===== config.mk =====
export PLATFORM = sky130hd
export DESIGN_NAME = sequence_generator_flat
export DESIGN_NICKNAME = d
export VERILOG_FILES = /design/src/rtl/seqgen_pkg.sv /design/src/rtl/sequence_generator_if.sv /design/src/rtl/seqgen_bitcnt.sv /design/src/rtl/sequence_generator.sv /design/src/flat_wrapper.sv
export SDC_FILE = /design/constraint.sdc
export NUM_CORES = 1
export LEC_CHECK = 0
export ABC_AREA = 1
export CORE_MARGIN = 2
export CORE_UTILIZATION = 40
export DETAILED_ROUTE_END_ITERATION = 8
export DONT_BUFFER_PORTS = 1
export GPL_ROUTABILITY_DRIVEN = 0
export HOLD_SLACK_MARGIN = 0.03
export PLACE_DENSITY_LB_ADDON = 0.1
export SKIP_LAST_GASP = 1
export SYNTH_ARGS = -nofsm -noshare
export SYNTH_HDL_FRONTEND = slang
export SYNTH_SLANG_ARGS = --single-unit

===== constraint.sdc =====
create_clock -name clk -period 1.7 [get_ports clk]
set_input_delay 0.34 -clock clk [delete_from_list [all_inputs] [get_ports clk]]
set_output_delay 0.34 -clock clk [all_outputs]
set_load 0.1 [all_outputs]

===== src/rtl/seqgen_pkg.sv =====
// Shared types, constants and helpers for the serial pattern generator.
package seqgen_pkg;

   typedef enum logic {
      IDLE  = 1'b0,
      SHIFT = 1'b1
   } state_t;

   localparam logic W_IDLE = 1'b0;

   // Out-of-range lengths (0 or wider than the pattern) send the full pattern.
   function automatic int unsigned clamp_len(input int unsigned len, input int unsigned pat_w);
      return (len == 0 || len > pat_w) ? pat_w : len;
   endfunction

endpackage


===== src/rtl/sequence_generator_if.sv =====
// Load handshake and serial output bundle of the sequence generator.
interface sequence_generator_if #(
   parameter int unsigned PAT_W = 8,
   parameter int unsigned LEN_W = $clog2(PAT_W) + 1,
   parameter int unsigned CNT_W = 4
);
   logic             load_valid;
   logic             load_ready;
   logic [PAT_W-1:0] pattern;
   logic [LEN_W-1:0] len;
   logic [CNT_W-1:0] repeat_n;
   logic             w;
   logic             w_valid;
   logic             w_last;
   logic             busy;

   modport master (
      output load_valid, pattern, len, repeat_n,
      input  load_ready, w, w_valid, w_last, busy
   );

   modport slave (
      input  load_valid, pattern, len, repeat_n,
      output load_ready, w, w_valid, w_last, busy
   );
endinterface


===== src/rtl/seqgen_bitcnt.sv =====
// Loadable down-counter with current and next-cycle terminal-count flags.
module seqgen_bitcnt #(
   parameter int unsigned W = 4
) (
   input  logic         clk,
   input  logic         reset,
   input  logic         load,
   input  logic [W-1:0] load_val,
   input  logic         dec,
   output logic         tc_c,
   output logic         tc_next_c
);
   logic [W-1:0] count_q;
   logic [W-1:0] count_d;

   always_comb begin
      count_d = count_q;
      if (load)
         count_d = load_val;
      else if (dec)
         count_d = count_q - W'(1);
   end

   always_ff @(posedge clk) begin
      if (reset)
         count_q <= '0;
      else
         count_q <= count_d;
   end

   assign tc_c      = (count_q == '0);
   assign tc_next_c = (count_d == '0);
endmodule


===== src/rtl/sequence_generator.sv =====
// Serial pattern transmitter: MSB-first shift-out with valid/last framing.
// Optional SEQGEN_REPEAT_EN builds the repeat counter; otherwise repeat_n is ignored.
module sequence_generator
   import seqgen_pkg::*;
#(
   parameter int unsigned PAT_W = 8,
   parameter int unsigned LEN_W = $clog2(PAT_W) + 1,
   parameter int unsigned CNT_W = 4
) (
   input  logic                clk,
   input  logic                reset,
   sequence_generator_if.slave bus
);
   state_t           state_q, state_d;
   logic [PAT_W-1:0] sh_q, sh_d;
   logic [PAT_W-1:0] pat_q;
   logic [LEN_W-1:0] len_m1_q;
   logic [PAT_W-1:0] pat_aligned;
   logic [LEN_W-1:0] len_m1;
   int unsigned      len_c;

   logic             accept;
   logic             bit_load, bit_dec, bit_tc, bit_tc_next;
   logic [LEN_W-1:0] bit_load_val;
   logic             rpt_wrap, rpt_tc, rpt_tc_next;

   logic             w_q, valid_q, last_q, busy_q, ready_q;
   logic             w_d, valid_d, last_d, ready_d;

   // Left-align the pattern so bit len-1 sits at the MSB of the window.
   assign len_c       = clamp_len(32'(bus.len), PAT_W);
   assign len_m1      = LEN_W'(len_c - 1);
   assign pat_aligned = bus.pattern << (PAT_W - len_c);
   assign accept      = bus.load_valid && ready_q;

   always_comb begin
      state_d      = state_q;
      sh_d         = sh_q;
      bit_load     = 1'b0;
      bit_load_val = len_m1;
      bit_dec      = 1'b0;
      rpt_wrap     = 1'b0;
      if (accept) begin
         state_d  = SHIFT;
         sh_d     = pat_aligned;
         bit_load = 1'b1;
      end else if (state_q == SHIFT) begin
         if (!bit_tc) begin
            sh_d    = sh_q << 1;
            bit_dec = 1'b1;
         end else if (!rpt_tc) begin
            sh_d         = pat_q;
            bit_load     = 1'b1;
            bit_load_val = len_m1_q;
            rpt_wrap     = 1'b1;
         end else begin
            state_d = IDLE;
            sh_d    = '0;
         end
      end
   end

   seqgen_bitcnt #(.W(LEN_W)) u_bitcnt (
      .clk       (clk),
      .reset     (reset),
      .load      (bit_load),
      .load_val  (bit_load_val),
      .dec       (bit_dec),
      .tc_c      (bit_tc),
      .tc_next_c (bit_tc_next)
   );

`ifdef SEQGEN_REPEAT_EN
   seqgen_bitcnt #(.W(CNT_W)) u_rptcnt (
      .clk       (clk),
      .reset     (reset),
      .load      (accept),
      .load_val  (bus.repeat_n),
      .dec       (rpt_wrap),
      .tc_c      (rpt_tc),
      .tc_next_c (rpt_tc_next)
   );
`else
   logic [CNT_W:0] unused_rpt;
   assign unused_rpt  = {bus.repeat_n, rpt_wrap};
   assign rpt_tc      = 1'b1;
   assign rpt_tc_next = 1'b1;
`endif

   // Outputs are computed from next-state values so they can be flopped.
   assign valid_d = (state_d == SHIFT);
   assign w_d     = valid_d ? sh_d[PAT_W-1] : W_IDLE;
   assign last_d  = valid_d && bit_tc_next && rpt_tc_next;
   assign ready_d = !valid_d || last_d;

   always_ff @(posedge clk) begin
      if (reset) begin
         state_q  <= IDLE;
         sh_q     <= '0;
         pat_q    <= '0;
         len_m1_q <= '0;
         w_q      <= W_IDLE;
         valid_q  <= 1'b0;
         last_q   <= 1'b0;
         busy_q   <= 1'b0;
         ready_q  <= 1'b1;
      end else begin
         state_q <= state_d;
         sh_q    <= sh_d;
         if (accept) begin
            pat_q    <= pat_aligned;
            len_m1_q <= len_m1;
         end
         w_q     <= w_d;
         valid_q <= valid_d;
         last_q  <= last_d;
         busy_q  <= valid_d;
         ready_q <= ready_d;
      end
   end

   assign bus.w          = w_q;
   assign bus.w_valid    = valid_q;
   assign bus.w_last     = last_q;
   assign bus.busy       = busy_q;
   assign bus.load_ready = ready_q;
endmodule

===== src/flat_wrapper.sv =====
// flat-port wrapper written by rule: the top's interface ports become plain ports
module sequence_generator_flat import seqgen_pkg::*;
#(
   parameter int unsigned PAT_W = 8,
   parameter int unsigned LEN_W = $clog2(PAT_W) + 1,
   parameter int unsigned CNT_W = 4
)
  (clk, reset, bus_load_valid, bus_pattern, bus_len, bus_repeat_n, bus_load_ready, bus_w, bus_w_valid, bus_w_last, bus_busy);
  sequence_generator_if #(.PAT_W(PAT_W), .LEN_W(LEN_W), .CNT_W(CNT_W)) bus_i ();
  input  logic clk;
  input  logic reset;
  input wire logic [$bits(bus_i.load_valid)-1:0] bus_load_valid;
  input wire logic [$bits(bus_i.pattern)-1:0] bus_pattern;
  input wire logic [$bits(bus_i.len)-1:0] bus_len;
  input wire logic [$bits(bus_i.repeat_n)-1:0] bus_repeat_n;
  output wire logic [$bits(bus_i.load_ready)-1:0] bus_load_ready;
  output wire logic [$bits(bus_i.w)-1:0] bus_w;
  output wire logic [$bits(bus_i.w_valid)-1:0] bus_w_valid;
  output wire logic [$bits(bus_i.w_last)-1:0] bus_w_last;
  output wire logic [$bits(bus_i.busy)-1:0] bus_busy;
  assign bus_i.load_valid = bus_load_valid;
  assign bus_i.pattern = bus_pattern;
  assign bus_i.len = bus_len;
  assign bus_i.repeat_n = bus_repeat_n;
  assign bus_load_ready = bus_i.load_ready;
  assign bus_w = bus_i.w;
  assign bus_w_valid = bus_i.w_valid;
  assign bus_w_last = bus_i.w_last;
  assign bus_busy = bus_i.busy;
  sequence_generator #(.PAT_W(PAT_W), .LEN_W(LEN_W), .CNT_W(CNT_W)) u_core (.clk(clk), .reset(reset), .bus(bus_i));
endmodule

==> flow_summary.json <==
{
  "status": "finished clean",
  "grt_use_met3_pct": 4.615,
  "critical_path.top_delay_family": "buffers and inverters",
  "synth_common_cells": "34 x nand2_1, 25 x inv_1, 22 x nand3_1",
  "dp_hpwl_um": 2013,
  "cpPeakStageDelay_ns": 0.49,
  "finalClockSkew_ns": 0.005901,
  "vias": 1121,
  "crit_fanout": 5,
  "cts_buffers": 3,
  "nets": 209,
  "maxCapViolations": 0,
  "clk_latency_ns": 0.29,
  "met2_usage_pct": 26.48,
  "clockBufferDepth": 2,
  "worst_setup_path_start_kind": "flop",
  "worst-endpoint-required_ns": 1.36,
  "synth_area_leaders": "dfxtp_1 27%, nand2_1 11%, nand3_1 9.3%",
  "yosysUniqueCellTypes": 26,
  "antenna_found_initial": 0,
  "synth_seq_cells": 16,
  "grt_usage_pct": 15.81,
  "num_rows": 19,
  "synth_edf_count": 0,
  "synth_nets": 194,
  "synthToLayoutAreaGrowth_pct": 16.47,
  "coreArea_um2": 2781,
  "period_needed_ns": 1.525,
  "cts_tree": "yes",
  "antenna_left": 0,
  "drt_iter0_markers": 26,
  "p_per_area_nw_per_um2": 826.2,
  "wl_per_cell_um": 11.29,
  "use_met1_pct": 21.08,
  "htree_levels": 1,
  "critPathCaptureType": "output pin",
  "ys.flop_type": "dfxtp_1",
  "drv_slew": 0,
  "syn_area_um2": 1185,
  "postPlaceCellArea_um2": 1339,
  "rsz0062_at_grt": "no",
  "slew_headroom_pct": 64.06,
  "cp_cell_sequence": "buf_4",
  "vias_per_cell": 5.166,
  "antenna_cells": 0,
  "grt-busiest-layer": "met2",
  "netlist.area_leader.share_pct": 27.03,
  "die_y_um": 58.43,
  "finalSetupViolCount": 0,
  "clkSinkCount": 16,
  "path_clk_slew_ns": 0.10,
  "first_pass_iters": 4,
  "drc": 0,
  "synth_most_common_cell": "nand2_1",
  "final_area_um2": 1380,
  "drive_gt1_share_pct": 29.03,
  "max-vdd-ir-drop_mv": 0.7440,
  "synth_top_area_cell": "dfxtp_1",
  "port_buffers": 0,
  "path_class": "flop to output pin",
  "crit_slowest_cell": "buf_4",
  "path_buf_inv": 1,
  "synth.avg_cell_area_um2": 6.889,
  "syn_inst": 172,
  "hold_path.class": "input port to flop",
  "grt_pass1_vias": 1025,
  "initial_core_util_pct": 42.60,
  "period_share_pct": 89.72,
  "pin_count": 24,
  "final.fill_count": 289,
  "die_area_um2": 3413,
  "ys_seq_area_share_pct": 27.03,
  "power_leakage_nw": 0.6683,
  "grt_pass1_wl_um": 4243,
  "cts-root-buf": "clkbuf_4",
  "grt_start_max_net_pins": 14,
  "fmax_mhz": 655.6,
  "wirelength_um": 2450,
  "async_flop_share_pct": 0,
  "worst_pin_slew_ns": 0.5435,
  "ys_warn_count": 0,
  "final_hold_viol_count": 0,
  "grt_overflow": 0,
  "die_x_um": 58.43,
  "cp.arrival_ns": 1.19,
  "finalPower_w": 0.001140
}
==> state kept, by name, indices dropped and copies added, names as in the netlist <==
name / cells
u_core.bus.w_last: 1
u_core.sh_q: 8
u_core.state_q: 1
u_core.bus.load_ready: 1
u_core.bus.w: 1
u_core.u_bitcnt.count_q: 4
==> cell type report <==
| type | count | area [um2] | share of cell area (%) |
|---|---|---|---|
| sequential | 16 | 322.8 | 23.39 |
| tap | 31 | 38.79 | 2.811 |
| timing repair buffer | 15 | 137.6 | 9.973 |
| clock buffer | 4 | 36.28 | 2.629 |
| inverter | 29 | 113.9 | 8.250 |
| multi-input combinational | 122 | 730.7 | 52.95 |
==> routing by layer <==
| metal | vias to the layer above | wire length (um) |
|---|---|---|
| li1 | 601 | - |
| met1 | 504 | 1186 |
| met2 | 16 | 1158 |
| met3 | 0 | 105 |
| met4 | 0 | 0 |
| met5 | - | 0 |
==> repair_timing <==
item / 4_1_cts / 5_1_grt
setup buffers: 0 / 0
endpoints found under the setup margin: 0 / 1
gates resized for setup: 0 / 1
hold buffers: 0 / 0
==> cell families (layout without fill, tap and decap cells) <==
family,Yosys count,count (layout),synth area share [%]
simple gates,99,99,46.04
compound gates,19,19,9.716
flops,16,16,27.03
fa+ha+maj,3,3,3.168
buf+inv,34,48,13.31
xor+xnor,1,1,0.7393
==> power by group <==
| group | leakage (nW) | internal [W] | total (W) | switching, W |
|---|---|---|---|---|
| sequential | 0.131 | 0.000410 | 0.000429 | 0.0000187 |
| combinational | 0.516 | 0.000155 | 0.000459 | 0.000304 |
| clock | 0.0210 | 0.000130 | 0.000252 | 0.000122 |
==> worst paths after layout <==
path	startpoint	to	slack (ns)	cells after the start
min reg2reg	u_core.sh_q[0]	u_core.sh_q[0]	0.48	2
max	u_core.state_q	bus_w_valid	0.17	1
max reg2reg	u_core.u_bitcnt.count_q[0]	u_core.bus.load_ready	0.19	12
min	reset	u_core.u_bitcnt.count_q[2]	0.10	1
==> stage by stage <==
| step | utilization (%) | hold WS [ns] | worst slack [ns] | TNS (ns) | instances |
|---|---|---|---|---|---|
| 2_1_floorplan | - | 0.4091 | 0.001918 | 0 | 172 |
| 3_3_place_gp | 48.13 | 0.4114 | -0.06459 | -0.2753 | 213 |
| 3_5_place_dp | 48.13 | 0.4128 | -0.08593 | -0.4415 | 213 |
| 4_1_cts | 49.44 | 0.09520 | 0.1667 | 0 | 217 |
| 5_1_grt | 49.62 | 0.08155 | 0.02630 | 0 | 217 |
| 6_report | 49.62 | 0.1029 | 0.1747 | 0 | 217 |
==> cell usage in the layout (no fill, tap or decap), drive strengths merged, types with 2 or more instances in the layout <==
cell and n:
nor2 16, nand2 43, buf 15, clkbuf 4
inv 28, o221ai 2, o21ai 6, a31oi 2
dfxtp 16, nand3 26, a21oi 8, ha 3
nand4 14
(Power assumes the default switching activity.)
